## src/rtl/somador_pkg.sv

```systemverilog
`default_nettype none
// ============================================================================
// Module  : somador_pkg
// Brief   : Shared state encoding and default width for the serial adder.
// Revision: 1.0 - initial release
// ============================================================================
package somador_pkg;

    localparam int C_DEFAULT_WIDTH = 8;

    typedef enum logic [1:0] {
        ST_IDLE = 2'd0,
        ST_RUN  = 2'd1,
        ST_DONE = 2'd2
    } state_t;

endpackage
`default_nettype wire

```

## src/rtl/somador_completo.sv

```systemverilog
`default_nettype none
// ============================================================================
// Module  : somador_completo
// Brief   : Combinational one-bit full adder cell.
// Revision: 1.0 - initial release
// ============================================================================
module somador_completo (
    input  logic A,
    input  logic B,
    input  logic Cin,
    output logic S,
    output logic Cout
);

    assign S    = A ^ B ^ Cin;
    assign Cout = (A & B) | (A & Cin) | (B & Cin);

endmodule
`default_nettype wire

```

## src/rtl/somador_serial.sv

```systemverilog
`default_nettype none
// ============================================================================
// Module  : somador_serial
// Brief   : Bit-serial LSB-first ripple adder with registered carry; parallel
//           load on start, parallel result with a one-cycle done pulse.
// Revision: 1.0 - initial release
// ============================================================================
module somador_serial
    import somador_pkg::*;
#(
    parameter int WIDTH = C_DEFAULT_WIDTH
) (
    input  logic             clk,
    input  logic             rst_n,
    input  logic             start,
    input  logic [WIDTH-1:0] a,
    input  logic [WIDTH-1:0] b,
    output logic             busy,
    output logic             done,
    output logic [WIDTH-1:0] result,
    output logic             cout,
    output logic             ovf
);

    localparam int                  C_CNT_W = (WIDTH > 1) ? $clog2(WIDTH) : 1;
    localparam logic [C_CNT_W-1:0]  C_LAST  = C_CNT_W'(WIDTH - 1);

    state_t             r_state;
    state_t             w_next;
    logic               w_accept;
    logic               w_last;
    logic               w_s;
    logic               w_c;

    logic [WIDTH-1:0]   r_a;
    logic [WIDTH-1:0]   r_b;
    logic [WIDTH-1:0]   r_sum;
    logic               r_carry;
    logic [C_CNT_W-1:0] r_cnt;
    logic               r_cout;
    logic               r_ovf;

    assign w_last = (r_cnt == C_LAST);

    somador_completo u_fa (
        .A    (r_a[0]),
        .B    (r_b[0]),
        .Cin  (r_carry),
        .S    (w_s),
        .Cout (w_c)
    );

    always_ff @(posedge clk or negedge rst_n) begin
        if (!rst_n) begin
            r_state <= ST_IDLE;
        end else begin
            r_state <= w_next;
        end
    end

    always_comb begin
        w_next   = r_state;
        busy     = 1'b0;
        done     = 1'b0;
        w_accept = 1'b0;
        case (r_state)
            ST_IDLE: begin
                if (start) begin
                    w_accept = 1'b1;
                    w_next   = ST_RUN;
                end
            end
            ST_RUN: begin
                busy = 1'b1;
                if (w_last) begin
                    w_next = ST_DONE;
                end
            end
            ST_DONE: begin
                done = 1'b1;
                // start in DONE chains straight into the next operation
                if (start) begin
                    w_accept = 1'b1;
                    w_next   = ST_RUN;
                end else begin
                    w_next   = ST_IDLE;
                end
            end
            default: begin
                w_next = ST_IDLE;
            end
        endcase
    end

    always_ff @(posedge clk or negedge rst_n) begin
        if (!rst_n) begin
            r_a     <= '0;
            r_b     <= '0;
            r_sum   <= '0;
            r_carry <= 1'b0;
            r_cnt   <= '0;
            r_cout  <= 1'b0;
            r_ovf   <= 1'b0;
        end else if (w_accept) begin
            r_a     <= a;
            r_b     <= b;
            r_carry <= 1'b0;
            r_cnt   <= '0;
            r_cout  <= 1'b0;
            r_ovf   <= 1'b0;
        end else if (r_state == ST_RUN) begin
            r_a     <= r_a >> 1;
            r_b     <= r_b >> 1;
            r_sum   <= {w_s, r_sum[WIDTH-1:1]};
            r_carry <= w_c;
            if (w_last) begin
                r_cout <= w_c;
                // carry into the MSB differs from carry out -> signed overflow
                r_ovf  <= r_carry ^ w_c;
            end else begin
                r_cnt  <= r_cnt + C_CNT_W'(1);
            end
        end
    end

    assign result = r_sum;
    assign cout   = r_cout;
    assign ovf    = r_ovf;

endmodule
`default_nettype wire

```

## config.mk

```make
export PLATFORM = sky130hd
export DESIGN_NAME = somador_serial
export DESIGN_NICKNAME = d
export VERILOG_FILES = /design/src/rtl/somador_pkg.sv /design/src/rtl/somador_completo.sv /design/src/rtl/somador_serial.sv
export SDC_FILE = /design/constraint.sdc
export NUM_CORES = 1
export LEC_CHECK = 0
export CORE_MARGIN = 2
export CORE_UTILIZATION = 35
export CTS_BUF_LIST = sky130_fd_sc_hd__clkbuf_16
export DETAILED_ROUTE_END_ITERATION = 6
export HOLD_SLACK_MARGIN = 0.03
export PLACE_DENSITY = 0.57
export SYNTH_ARGS = -nofsm -noshare
export SYNTH_HDL_FRONTEND = slang
export SYNTH_SLANG_ARGS = --single-unit
```

## constraint.sdc

```tcl
create_clock -name clk -period 1.79 [get_ports clk]
set_input_delay 0.4475 -clock clk [delete_from_list [all_inputs] [get_ports clk]]
set_output_delay 0.4475 -clock clk [all_outputs]
set_load 0.01 [all_outputs]
```

==> impl_metrics.toml <==
[clock_network]
clock_path_buffers = 2
cts_buffers = 5
cts_setup_buffers = 0
clock_latency_ns = 0.27
postCtsHoldBufs = 0
cts_root_buf = "clkbuf_16"
path_clk_slew_ns = 0.05
htreeDepth = 2
ctsResizeCount = 4
cts_num_sinks = 32
cts_tree = "built"

[placed_design]
place_congestion = 0.701
numPortBuffers = 30
hpwl_mm = 2.10
post-place-cells = 231

[floorplan]
fp.dieArea_sq_um = 5010
fp.dieH_um = 70.8
core_sq_um = 4320
rows = 24
initial_core_util_pct = 36.1
io_pins = 31
die_w_um = 70.8

[critical_path]
crit_path_start_kind = "flip-flop"
critPathArrivalTime_ns = 1.80
crit_fanout = 7
cpPeakStageDelay_ns = 0.51
crit_chain = "ha_1, ha_1, or3b_1, nand3_2, o21ai_2"
endpoint_kind = "flip-flop"
crit_top_cell = "ha_1"
cpMaxStageDelayCell = "or3b_1"
reg2reg_from = "r_cnt[0]"
required_ns = 1.94
r2r_slack_ns = 0.14
reg2reg_to = "r_cnt[1]"
reg2regPathDepth = 5
worst-setup-path-type = "flip-flop to flip-flop"

[synthesis]
yosys_register_bits = 32
synth_edf_count = 0
synthFlopType = "dfrtp_1"
synth_top_area_share_pct = 51.3
yosys.cell_types.count = 28
yosysWarnings = 0
synth.largest_area_cell = "dfrtp_1"
ys_seq_area_share_pct = 51.3
syn-num-nets = 176
synth_area_per_cell_sq_um = 10.1
synthArstFlopShare_pct = 100
netlist_top_cells_area = "dfrtp_1 (51%), nand2_1 (10%), a31oi_2 (8.0%), nand2_2 (4.0%), nor2_1 (2.9%)"
synth_cells = 154
netlist_area_sq_um = 1560

[final_layout]
mostFrequentLayoutCells = "nand2_1 (42), dfrtp_1 (31), clkdlybuf4s50_1 (28), nor2_1 (12)"
nFillCells = 427
diodes = 0
nNetsFinal = 208
layout_commonest_cell = "nand2_1"
multi_input_area_sq_um = 641
final-seq-area_sq_um = 802
area_growth_pct = 28.8
stdcell_count = 239
drive_gt1_share_pct = 21.9

[min_path]
hold_end = "result[0]"
min_from = "result[0]"
holdPathStages = 2
hp-class = "flip-flop to flip-flop"

[sta]
final-hold-violation-count = 0
max_freq_ghz = 0.607
drv_slew = 0
grt_setup_unrepaired = "false"
timing.slew.headroom_pct = 72.7
worst_pin_slew_ns = 0.410
fin_crit_ns = 1.65
finalCritPeriodShare_pct = 92.0
fin_setup_tns_ns = 0
finalSetupViolCount = 0
fin_skew_ns = 0.00313

[power_and_ir_drop]
worst_ir_drop_vdd_v = 0.000736
p_per_area_nw_per_um2 = 1770
p_leak_nw = 0.902

[global_route]
grt_overflow = 0
grtUsageTotal_pct = 13.6
grt_pass1_vias = 1185
antenna_found_initial = 0
grtUsageMet2_pct = 21.6
busiest_layer = "met2"
grt_max_degree = 33
grtUsageMet3_pct = 5.56
grtUsageMet1_pct = 16.8
grt_pass1_wl_mm = 5.35

[drt]
drtPass1Iterations = 4
wl_mm = 3.02
drt_iter0_markers = 75
wire_per_inst_um = 12.6
viasPerCell = 4.71
ant_nets = 0
vias = 1126
drc_errors = 0

[flow_run]
maxCapViolations = 0

[run_status]
status = "finished clean"
-- stage by stage --
stage	setup slack [ns]	utilization, %	instance area, sq um	hold slack, ns	total power [mW]
5_1_grt	0.0580	46.5	2010	0.525	3.84
6_report	0.143	46.5	2010	0.490	3.56
4_1_cts	0.127	46.5	2010	0.496	3.61
2_1_floorplan	0.292	-	1560	0.152	2.44
3_3_place_gp	0.168	43.2	1870	0.464	2.76
3_5_place_dp	0.144	43.2	1870	0.483	2.82
-- worst max-delay path by stage --
stage | start | to | slack (ns) | cells after the start
6_report | r_cnt[0] | r_cnt[1] | 0.14 | 5
3_3_place_gp | r_state[1] | busy | 0.17 | 3
5_1_grt | r_cnt[0] | r_cnt[0] | 0.06 | 5
2_1_floorplan | r_cnt[0] | r_cnt[0] | 0.29 | 6
3_5_place_dp | r_cnt[0] | r_cnt[1] | 0.14 | 5
4_1_cts | result[7] | result[7] | 0.13 | 1
-- routing by layer --
metal	part of all wire [%]	vias to the layer above	routed length, um
li1	-	560	-
met1	46	544	1400
met2	48	15	1450
met3	4.0	7	122
met4	1.5	0	44
met5	0	-	0
-- flip-flops by register name (all words and copies together), names as in the netlist --
signal   count
cout         1
r_carry      1
r_cnt        3
r_state      2
r_a          8
r_b          8
ovf          1
result       8
-- cell families after synthesis --
| logic type | Yosys count | share of synthesized area (%) |
|---|---|---|
| AND/OR/NAND/NOR | 77 | 23.2 |
| flip-flops | 32 | 51.3 |
| XOR/XNOR | 1 | 0.561 |
| AO/OA/AOI/OAI | 24 | 13.9 |
| buffers and inverters | 17 | 8.17 |
| adder cells (fa/ha/maj) | 3 | 2.88 |
-- worst max-delay path, delay by kind of cell, from the launching register on --
| kind | cells | cell delay [ns] |
|---|---|---|
| and+or+nand+nor | 2 | 0.65 |
| DFF | 1 | 0.41 |
| adders and majority gates | 2 | 0.41 |
| AOI/OAI and AO/OA | 1 | 0.05 |
-- Yosys cell counts (all sizes together), types with 2 or more instances --
cell and n:
nor2 12, ha 2, and2b 2, buf 10, dfrtp 32, a31oi 13, inv 7, o21ai 6
nand2 52, nand3 5, nand2b 2, a21oi 3
-- power by group --
group / switching (mW) / leakage (nW) / internal [mW] / total [mW]
Combinational: 0.794 / 0.429 / 0.701 / 1.50
Clock: 0.271 / 0.0738 / 0.498 / 0.769
Sequential: 0.226 / 0.399 / 1.06 / 1.29
Total: 1.29 / 0.902 / 2.26 / 3.56
-- final cells by class --
class	count	share of cell area (%)
inverter	7	1.56
clock inverter	3	0.560
multi-input combinational	105	31.9
tap	52	3.24
timing repair buffer	35	16.7
clock buffer	5	6.22
sequential	32	39.9
Note: power is estimated with default switching activity, not from simulation.
==> RTL change 1 (config.mk and constraints unchanged) <==
Add an input register stage for `start`, `a` and `b`, with the module's reset; this delays them by one clock. Comments in the files are not updated.
--- a/src/rtl/somador_serial.sv
+++ b/src/rtl/somador_serial.sv
@@ -25,4 +25,20 @@
     localparam int                  C_CNT_W = (WIDTH > 1) ? $clog2(WIDTH) : 1;
     localparam logic [C_CNT_W-1:0]  C_LAST  = C_CNT_W'(WIDTH - 1);
+
+    logic start_q;
+    logic [WIDTH-1:0] a_q;
+    logic [WIDTH-1:0] b_q;
+
+    always_ff @(posedge clk or negedge rst_n) begin
+        if (!rst_n) begin
+            start_q <= '0;
+            a_q     <= '0;
+            b_q     <= '0;
+        end else begin
+            start_q <= start;
+            a_q     <= a;
+            b_q     <= b;
+        end
+    end
 
     state_t             r_state;
@@ -66,5 +82,5 @@
         case (r_state)
             ST_IDLE: begin
-                if (start) begin
+                if (start_q) begin
                     w_accept = 1'b1;
                     w_next   = ST_RUN;
@@ -80,5 +96,5 @@
                 done = 1'b1;
                 // start in DONE chains straight into the next operation
-                if (start) begin
+                if (start_q) begin
                     w_accept = 1'b1;
                     w_next   = ST_RUN;
@@ -103,6 +119,6 @@
             r_ovf   <= 1'b0;
         end else if (w_accept) begin
-            r_a     <= a;
-            r_b     <= b;
+            r_a     <= a_q;
+            r_b     <= b_q;
             r_carry <= 1'b0;
             r_cnt   <= '0;
Function: changed (Yosys sat finds a counterexample within 4 cycles, from zero or initial values and one cycle with rst_n low).
==> RTL change 1 against the unedited design <==
Total power grew 9.4%. Register-to-register slack gained 0.21 ns. Final cell count grew 15%. Critical path depth shrank 4. Final area grew 18%. Sequential cell count grew 17. Synthesized area grew 21%. Global-route usage shrank 2.0 points. Wire length grew 6.2%. Sequential power grew 29%. Combinational power shrank 11%. Sequential share of layout area grew 12 points. Setup slack lost 0.0043 ns. Critical endpoint is now result[2]. Largest cell class unchanged.
==> RTL change 1: results <==
synthesis:
  synthArstFlopShare_pct: 100
  synth_warnings: 0
  synth.net_count: 192
  yosysMostFrequentCell: "nand2_1"
  synthTopCellsByArea: "dfrtp_1 (65%), nand2_1 (10%), a31oi_1 (4.0%)"
  synth_cell_types: 26
  seq_area_frac_synth_pct: 65.1
  synth_commonest_cells: "nand2_1 (52), dfrtp_1 (49), nor2_1 (13), a31oi_1 (12)"
placement:
  gp_congestion: 0.752
  port_buffers: 30
  post-place-ws_ns: 0.186
  dp_hpwl_microns: 2000
global_route:
  grt_max_degree: 50
  track_usage_pct: 11.7
  grt_pass1_wl_microns: 5580
  antenna_found_initial: 0
drt:
  drtPass1Iterations: 4
  post_drt_wl_per_cell_microns: 11.7
  initialDrtViolationCount: 92
  via_count: 1242
final_layout:
  fin_nets: 226
  drive_gt1_share_pct: 8.78
  antenna_cells: 0
critical_path:
  slowest_stage: "clkdlybuf4s50_1"
  crit_family: "buffers and inverters"
  max_stage_delay_ns: 0.55
  crit_fanout: 3
  ff2ff_path_depth: 5
  arrival_ns: 1.20
clocking:
  cts.clk_slew.worst_paths_ns: 0.06
  htreeDepth: 2
  cts_buffer_depth: 2
  clock_latency_ns: 0.28
  cts_buffers: 5
  cts-root-buf: "clkbuf_16"
power_and_ir_drop:
  p_leak_nw: 1.10
  irDropWorstVdd_v: 0.000657
sta:
  tightest_slew_ns: 0.403
  clock_skew_ns: 0.00506
min_path:
  hold_class: "in -> async"
run_status:
  status: "finished clean"
RTL change 1: changes by cell type after synthesis, sizes merged, moves of 2 or more:
cell,unedited run,this run
dfrtp,32,49
and2b,2,0
nor2b,0,2
xnor2,0,2
RTL change 1: layout make-up:
| class | instances | area (sq um) |
|---|---|---|
| clock buffer | 5 | 125 |
| clock inverter | 3 | 16.3 |
| fill | 516 | 2760 |
| inverter | 6 | 25.0 |
| multi-input combinational | 106 | 549 |
| sequential | 49 | 1230 |
| tap | 70 | 87.6 |
| timing repair buffer | 36 | 350 |
RTL change 1: path summary, 6_finish.rpt:
check,endpoint,start,slack [ns]
worst max-delay path,result[2],result[2],0.14
worst min-delay path,result[4],rst_n,0.13
worst max register to register,ovf,r_carry,0.35
worst min register to register,r_a[7],a_q[7],0.45
max in group asynchronous,r_state[0],rst_n,1.41
min in group clk,r_a[7],a_q[7],0.45
RTL change 1: through the flow:
stage / total power, W / instance area (sq um) / hold slack (ns) / instances
after floorplan: 0.00262 / 1880 / 0.152 / 170
after global placement: 0.00300 / 2230 / 0.422 / 266
final: 0.00389 / 2380 / 0.134 / 275
after global routing: 0.00420 / 2380 / 0.160 / 275
after CTS: 0.00395 / 2380 / 0.146 / 275
after detailed placement: 0.00303 / 2230 / 0.440 / 266
RTL change 1: repair_timing:
item / CTS / global route
setup buffers: 1 / 0
resized for setup: 3 / 0
setup endpoints to repair: 2 / 0
RTL change 1: logic make-up (layout without fill, tap and decap cells):
group,after synthesis,count (layout),synth area share [%]
AO/OA/AOI/OAI,24,24,7.90
multiplexers,1,1,0.531
XOR/XNOR,2,2,0.930
AND/OR/NAND/NOR,76,76,17.4
buffers and inverters,15,50,5.78
flip-flops,49,49,65.1
adder cells (fa/ha/maj),3,3,2.39
RTL change 1: per-layer routing:
layer | global-route usage (%) | vias to the layer above | share of wire (%)
li1 | - | 616 | -
met1 | 15.5 | 595 | 47
met2 | 18.1 | 26 | 47
met3 | 2.91 | 5 | 3.9
met4 | 5.36 | 0 | 1.5
met5 | 0 | - | 0
RTL change 1: report_power, final:
group / internal (W) / switching [W]
clock: 0.000513 / 0.000382
combinational: 0.000634 / 0.000695
sequential: 0.00146 / 0.000206
total: 0.00261 / 0.00128
RTL change 1: worst reg2reg max path, stage by stage, from the launching register on:
cell and delay, ns:
dfrtp_1 0.38, inv_1 0.08, fa_1 0.48, xnor2_1 0.18, nand3_1 0.09, a21oi_1 0.17
==> RTL change 2 (same settings) <==
Made on the original files. `C_DEFAULT_WIDTH`: 8 -> 32.
--- a/src/rtl/somador_pkg.sv
+++ b/src/rtl/somador_pkg.sv
@@ -7,5 +7,5 @@
 package somador_pkg;
 
-    localparam int C_DEFAULT_WIDTH = 8;
+    localparam int C_DEFAULT_WIDTH = 32;
 
     typedef enum logic [1:0] {
Interface: changed (resized a, b and result); port bits go from 31 to 103. The function was not compared with the original's and may differ.
==> RTL change 2 against the unedited design <==
Clock power increased to 2.6 times the old value. Setup slack worse by 0.11 ns. Combinational power grew to 2.6 times the old value. Count of clock-buffer cells in the layout rose by 4. Synthesized area increased to 2.9 times the old value. Global-route usage up 1.9 points. Critical path depth grew 1. Hold slack worse by 0.047 ns. Final area grew to 3.1 times the old value. Total power rose to 2.8 times the old value. Sequential cell count rose by 74. Wire length grew to 3.5 times the old value. Largest cell class unchanged.
==> RTL change 2: results <==
placement:
  dpl-instance-area_sq_mm: 0.00583
  post-place-ws_ns: -0.0531
  port_buffers: 102
  dp_hpwl_microns: 6730
  gp_congestion: 0.752
final_layout:
  fin_nets: 687
  drive_gt1_share_pct: 8.36
sta:
  tightest_slew_ns: 0.456
  post-route-period-util_pct: 98.2
  fin_hold_ws_ns: 0.443
  clock_skew_ns: 0.00693
clocking:
  htreeDepth: 3
  cts_buffers: 9
  clock_latency_ns: 0.35
  cts.clk_slew.worst_paths_ns: 0.07
global_route:
  grt_pass1_wl_microns: 17700
  grt_use_met3_pct: 3.81
  grt_use_met2_pct: 23.7
  grt_pass1_vias: 3675
  grt_max_degree: 98
  use_met1_pct: 21.4
critical_path:
  reg2reg_setup_slack_ns: 0.03
  slowest_stage: "or3b_4"
  crit_fanout: 4
  max_stage_delay_ns: 0.44
drt:
  routed_wl_microns: 10500
  via_count: 3792
  drtPass1Iterations: 4
  initialDrtViolationCount: 232
synthesis:
  synth_commonest_cells: "nand2_1 (211), dfrtp_1 (106), nor2_1 (60), a31oi_1 (56), buf_2 (30)"
  synth.net_count: 590
  seq_area_frac_synth_pct: 57.9
  synth_cell_types: 30
  synthTopCellsByArea: "dfrtp_1 (58%), nand2_1 (17%), a31oi_1 (7.7%)"
power_and_ir_drop:
  intPower_w: 0.00648
  irDropWorstVdd_v: 0.000604
  p_leak_nw: 2.89
run_status:
  status: "finished clean"
min_path:
  hold_class: "in -> async"
-- RTL change 2: cell count changes in the layout (fill, tap and decap cells not counted), moves of 4 or more --
cell / delta
dfrtp_1: +74
nand2_2: -10
nor3_1: +4
nand2_1: +169
a31oi_2: -10
clkbuf_16: +4
nor2_1: +48
dlymetal6s2s_1: +4
buf_12: +6
buf_4: +8
clkdlybuf4s50_1: +67
a31oi_1: +53
-- RTL change 2: path summary, 6_finish.rpt --
check | startpoint | end | cells after the start
setup / recovery | r_cnt[0] | r_cnt[3] | 6
hold / removal | rst_n | result[23] | 2
min in group clk | result[0] | result[0] | 2
hold reg to reg | result[0] | result[0] | 2
setup reg to reg | r_cnt[0] | r_cnt[3] | 6
max in group asynchronous | rst_n | r_a[29] | 3
-- RTL change 2: layout make-up --
cell class                 count  area (sq um)  area share (%)
clock buffer                   9           225            3.62
sequential                   106          2650            42.7
multi-input combinational    369          1750            28.1
tap                          172           215            3.46
inverter                       8          32.5           0.523
timing repair buffer         123          1270            20.5
clock inverter                 7          71.3            1.15
-- RTL change 2: power groups by stage --
| stage | Clock, W | Combinational (W) | Sequential (W) |
|---|---|---|---|
| after global placement | 0 | 0.00373 | 0.00418 |
| after floorplan | 0 | 0.00228 | 0.00422 |
| after CTS | 0.00205 | 0.00388 | 0.00417 |
| after global routing | 0.00214 | 0.00439 | 0.00433 |
| after detailed placement | 0 | 0.00385 | 0.00420 |
| final | 0.00198 | 0.00390 | 0.00417 |
-- RTL change 2: per-stage QoR --
step	cells	utilization, %
3_3_place_gp	775	46.0
5_1_grt	794	49.1
6_report	794	49.1
3_5_place_dp	775	46.0
2_1_floorplan	520	-
4_1_cts	793	48.5
-- RTL change 2: layer usage --
metal | up-vias | wire length [microns]
li1 | 1890 | -
met3 | 12 | 549
met1 | 1805 | 5030
met2 | 85 | 4730
met4 | 0 | 153
met5 | - | 0
-- RTL change 2: cells by family after synthesis --
| logic type | count (synthesis) | synth area share (%) |
|---|---|---|
| and+or+nand+nor | 290 | 24.7 |
| DFF | 106 | 57.9 |
| AOI/OAI and AO/OA | 75 | 10.8 |
| buffers and inverters | 45 | 5.38 |
| adders and majority gates | 3 | 0.984 |
| xor gates and xnor gates | 1 | 0.191 |
-- RTL change 2: what timing repair did --
action | in CTS | in global routing
hold buffers | 1 | 0
gates resized for setup | 5 | 17
endpoints found under the hold margin | 3 | 0
pin swaps | 1 | 4
setup endpoints to repair | 7 | 9
setup buffers | 1 | 1
